### src/rtl/irq_capture4.sv
// Four-line request capture feeding a one-hot vector to an external encoder
// and offering the returned index to a consumer over valid/ready.
module irq_capture4 #(
  parameter bit EDGE = 1'b1
) (
  input  logic       clk,
  input  logic       rst,
  input  logic [3:0] req,
  input  logic [3:0] mask,
  output logic [3:0] onehot,
  input  logic [1:0] idx,
  output logic       valid,
  input  logic       ready,
  output logic [1:0] id,
  output logic [3:0] pending,
  output logic [3:0] ovf,
  input  logic       ovf_clr
);

  typedef enum logic [1:0] {
    IDLE,
    LOAD,
    OFFER
  } state_t;

  state_t     state;
  state_t     state_n;
  logic [3:0] req_q;
  logic [3:0] evt;
  logic [3:0] clr;
  logic [3:0] elig;
  logic [3:0] pick;
  logic [3:0] ovf_set;
  logic [3:0] onehot_n;
  logic [1:0] id_n;
  logic       valid_n;
  logic       accept;

  assign evt     = EDGE ? (req & ~req_q) : req;
  assign accept  = (state == OFFER) & ready;
  assign clr     = accept ? onehot : 4'b0000;
  assign elig    = pending & mask;
  // Only a fresh event on a still-pending, not-now-cleared line is lost.
  assign ovf_set = EDGE ? (evt & pending & ~clr) : 4'b0000;

  always_comb begin
    pick = 4'b0000;
    if (elig[3])      pick = 4'b1000;
    else if (elig[2]) pick = 4'b0100;
    else if (elig[1]) pick = 4'b0010;
    else if (elig[0]) pick = 4'b0001;
  end

  always_comb begin
    state_n  = state;
    onehot_n = onehot;
    valid_n  = valid;
    id_n     = id;
    unique case (state)
      IDLE: begin
        if (|elig) begin
          onehot_n = pick;
          state_n  = LOAD;
        end
      end
      LOAD: begin
        id_n    = idx;
        valid_n = 1'b1;
        state_n = OFFER;
      end
      OFFER: begin
        if (ready) begin
          valid_n  = 1'b0;
          onehot_n = 4'b0000;
          state_n  = IDLE;
        end
      end
      default: begin
        valid_n  = 1'b0;
        onehot_n = 4'b0000;
        state_n  = IDLE;
      end
    endcase
  end

  always_ff @(posedge clk) begin
    // req_q tracks req even in reset so a held line gives no event.
    req_q <= req;
    if (rst) begin
      pending <= 4'b0000;
      ovf     <= 4'b0000;
      state   <= IDLE;
      onehot  <= 4'b0000;
      valid   <= 1'b0;
      id      <= 2'd0;
    end else begin
      pending <= (pending & ~clr) | evt;
      if (EDGE)
        ovf <= (ovf & ~{4{ovf_clr}}) | ovf_set;
      else
        ovf <= 4'b0000;
      state   <= state_n;
      onehot  <= onehot_n;
      valid   <= valid_n;
      id      <= id_n;
    end
  end

endmodule
### config.mk
export PLATFORM = sky130hd
export DESIGN_NAME = irq_capture4
export DESIGN_NICKNAME = d
export VERILOG_FILES = /design/src/rtl/irq_capture4.sv
export SDC_FILE = /design/constraint.sdc
export NUM_CORES = 1
export LEC_CHECK = 0
export BUFFER_PORTS_ARGS = -buffer_cell sky130_fd_sc_hd__buf_2
export CAP_MARGIN = 20
export CORE_MARGIN = 2
export CORE_UTILIZATION = 25
export CTS_CLUSTER_SIZE = 10
export DETAILED_ROUTE_END_ITERATION = 7
export GPL_ROUTABILITY_DRIVEN = 0
export PLACE_DENSITY = 0.5
export SYNTH_ARGS = -nofsm -noshare
export SYNTH_HDL_FRONTEND = slang
export SYNTH_SLANG_ARGS = --single-unit
### constraint.sdc
create_clock -name clk -period 1.5 [get_ports clk]
set_input_delay 0 -clock clk [delete_from_list [all_inputs] [get_ports clk]]
set_output_delay 0 -clock clk [all_outputs]
set_load 0.005 [all_outputs]
==> results.json <==
{
  "ant_nets": 0,
  "p_leak_nw": 0.475,
  "cpMaxStageDelayCell": "dfxtp_1",
  "slew_headroom_pct": 64.9,
  "synth_fp_nets": 97,
  "worst-path-buf-inv": 0,
  "holdCritStartpoint": "mask[3]",
  "via_per_inst": 4.72,
  "root_buffer": "clkbuf_4",
  "hold_depth": 3,
  "hold_ws_ns": 0.0540,
  "yosys_warnings": 0,
  "clock_skew_ns": 0.00742,
  "max_stage_delay_ns": 0.48,
  "drive_above_1_share_pct": 27.3,
  "slew_violations": 0,
  "instances_no_fill": 165,
  "holdPathEnd": "state[0]$_SDFFE_PP0P_",
  "dieArea_um2": 3710,
  "drt_iter0_drc": 23,
  "chipHeight_um": 60.9,
  "io_pins": 29,
  "period_share_pct": 86.4,
  "synth_cells": 83,
  "reg2regPathDepth": 3,
  "seq_area_frac_synth_pct": 51.9,
  "cts_buffers": 3,
  "cp-start-kind": "flop",
  "max_slew.worst_pin.slew_ns": 0.526,
  "initial_core_util_pct": 26.3,
  "hp-class": "in -> reg",
  "area_growth_pct": 36.3,
  "path_max_fanout": 9,
  "wl_per_cell_um": 11.4,
  "synth_top_area_share_pct": 51.9,
  "rsz0062_at_grt": "false",
  "fillers": 342,
  "drc": 0,
  "fin_crit_ns": 1.30,
  "crit_arrival_ns": 1.54,
  "antenna_found_initial": 0,
  "status": "finished, final reports clean",
  "ys_ff_latch": 21,
  "r2r_slack_ns": 0.20,
  "htreeDepth": 1,
  "post-route-cell-area_um2": 1100,
  "nNetsFinal": 136,
  "placed_area_um2": 996,
  "num_vias": 779,
  "place.port_buffers": 28,
  "grt_pass1_vias": 737,
  "dp_hpwl_um": 1420,
  "core_area_um2": 3080,
  "timing.fmax_mhz": 772,
  "total_power_mw": 1.04,
  "r2r_start": "state[1]$_SDFFE_PP0P_",
  "end_kind": "flop",
  "syn_avg_cell_area_um2": 9.75,
  "yosys-top-cells-area": "dfxtp_1, nand3b_1, o21ai_0",
  "cts.clk_slew.worst_paths_ns": 0.13,
  "yosysUniqueCellTypes": 27,
  "hold_viol": 0,
  "setup_viol_count_final": 0,
  "dieWidth_um": 60.9,
  "grt_overflow_total": 0,
  "drt-total-wl_um": 1890,
  "rows": 20,
  "dp_cells": 153,
  "ir_worst_vdd_mv": 0.501,
  "crit_type": "reg -> reg",
  "cts_buffer_depth": 2,
  "setup_tns_ns": 0,
  "syn-cell-area_um2": 810,
  "cts_num_sinks": 21,
  "cts_setup_buffers": 0,
  "clock_latency_ns": 0.31,
  "power_density_nw_per_um2": 945,
  "grt_start_max_net_pins": 15,
  "cp_top_family": "flip-flops",
  "drt-pass1-iter-count": 4,
  "grtUsageTotal_pct": 11.5,
  "cts_tree": "done",
  "crit_chain": "or3b_1 > a21o_1 > o211ai_1",
  "antenna_cells": 0,
  "synth_top_cell_by_area": "dfxtp_1",
  "cp.required_ns": 1.75,
  "r2r_end": "onehot[1]$_SDFFE_PP0P_",
  "drv_cap": 0,
  "grt_pass1_wl_um": 3150
}
-- layout by cell type (no fill, tap or decap), drive strengths merged, types with 2 or more instances in the layout --
cell	instances
inv	6
dfxtp	21
nand4	3
a211oi	2
nor2	2
clkbuf	3
a21oi	5
nand2	4
mux2i	2
nand4bb	2
nand3b	5
o31ai	4
buf	29
nand2b	5
o211ai	2
dlygate4sd3	8
o21ai	7
-- synthesized netlist by cell type --
library cell,number
a222oi_1,1
a21boi_0,1
nand4_1,3
a21o_1,1
buf_4,1
nand2_1,4
a21oi_1,5
a22oi_1,1
nand2b_1,5
o32a_1,1
o211a_1,1
nor2b_1,1
o31ai_1,4
dfxtp_1,21
clkbuf_1,1
nand3b_1,5
nor3_1,1
or3b_1,1
nand3_1,1
inv_1,6
a211oi_1,2
buf_2,1
mux2i_1,2
nand4bb_1,2
nor2_1,2
o21ai_0,7
o211ai_1,2
-- worst reg2reg max path, cell delays in order, from the launching register on --
cell      delay (ns)
dfxtp_1         0.48
or3b_1          0.40
a21o_1          0.20
o211ai_1        0.15
-- flip-flops by register name, indices dropped and copies added, names as in the netlist --
| register | cells |
|---|---|
| id | 2 |
| onehot | 4 |
| state | 2 |
| valid | 1 |
| pending | 4 |
| req_q | 4 |
| ovf | 4 |
-- through the flow --
stage	utilization, %	setup slack [ns]
floorplan	-	0.338
global placement	32.4	0.285
detailed placement	32.4	0.238
CTS	35.9	0.206
global route	35.9	0.0903
finish	35.9	0.205
-- layer usage --
metal	routed length (um)	vias to the layer above	global-route usage, %
li1	-	380	-
met1	899	368	14.5
met2	824	31	18.7
met3	164	0	4.69
met4	0	0	1.86
met5	0	-	0
-- worst max path at each step --
| stage | to | depth (start not counted) | start |
|---|---|---|---|
| 2_1_floorplan | onehot[0]$_SDFFE_PP0P_ | 4 | state[1]$_SDFFE_PP0P_ |
| 3_3_place_gp | onehot[0]$_SDFFE_PP0P_ | 3 | state[1]$_SDFFE_PP0P_ |
| 3_5_place_dp | onehot[1]$_SDFFE_PP0P_ | 3 | state[1]$_SDFFE_PP0P_ |
| 4_1_cts | onehot[1]$_SDFFE_PP0P_ | 3 | state[1]$_SDFFE_PP0P_ |
| 5_1_grt | ovf[0]$_SDFF_PP0_ | 3 | state[0]$_SDFFE_PP0P_ |
| 6_report | onehot[1]$_SDFFE_PP0P_ | 3 | state[1]$_SDFFE_PP0P_ |
-- logic make-up after synthesis --
group / after synthesis / synth area share, %
buffers and inverters: 9 / 4.79
DFF: 21 / 51.9
muxes: 2 / 2.47
AOI/OAI and AO/OA: 26 / 21.3
and+or+nand+nor: 25 / 19.5
-- power breakdown --
group          internal, mW  switching, mW  total (mW)
clock network        0.0997          0.184       0.283
registers             0.589         0.0262       0.615
logic                0.0763         0.0675       0.144
-- layout make-up --
cell class,count,area (um^2),area share [%]
Multi-Input combinational cell,53,350,31.7
Timing Repair Buffer,37,228,20.6
Tap cell,44,55.1,4.99
Clock inverter,1,5.00,0.454
Clock buffer,3,22.5,2.04
Sequential cell,21,420,38.1
Inverter,6,22.5,2.04
-- timing repair --
action                     in CTS  in global routing
gates resized for setup         0                  0
hold buffers                    8                  0
hold endpoints to repair       15                  0
setup endpoints to repair       0                  0
(Power assumes the default switching activity.)
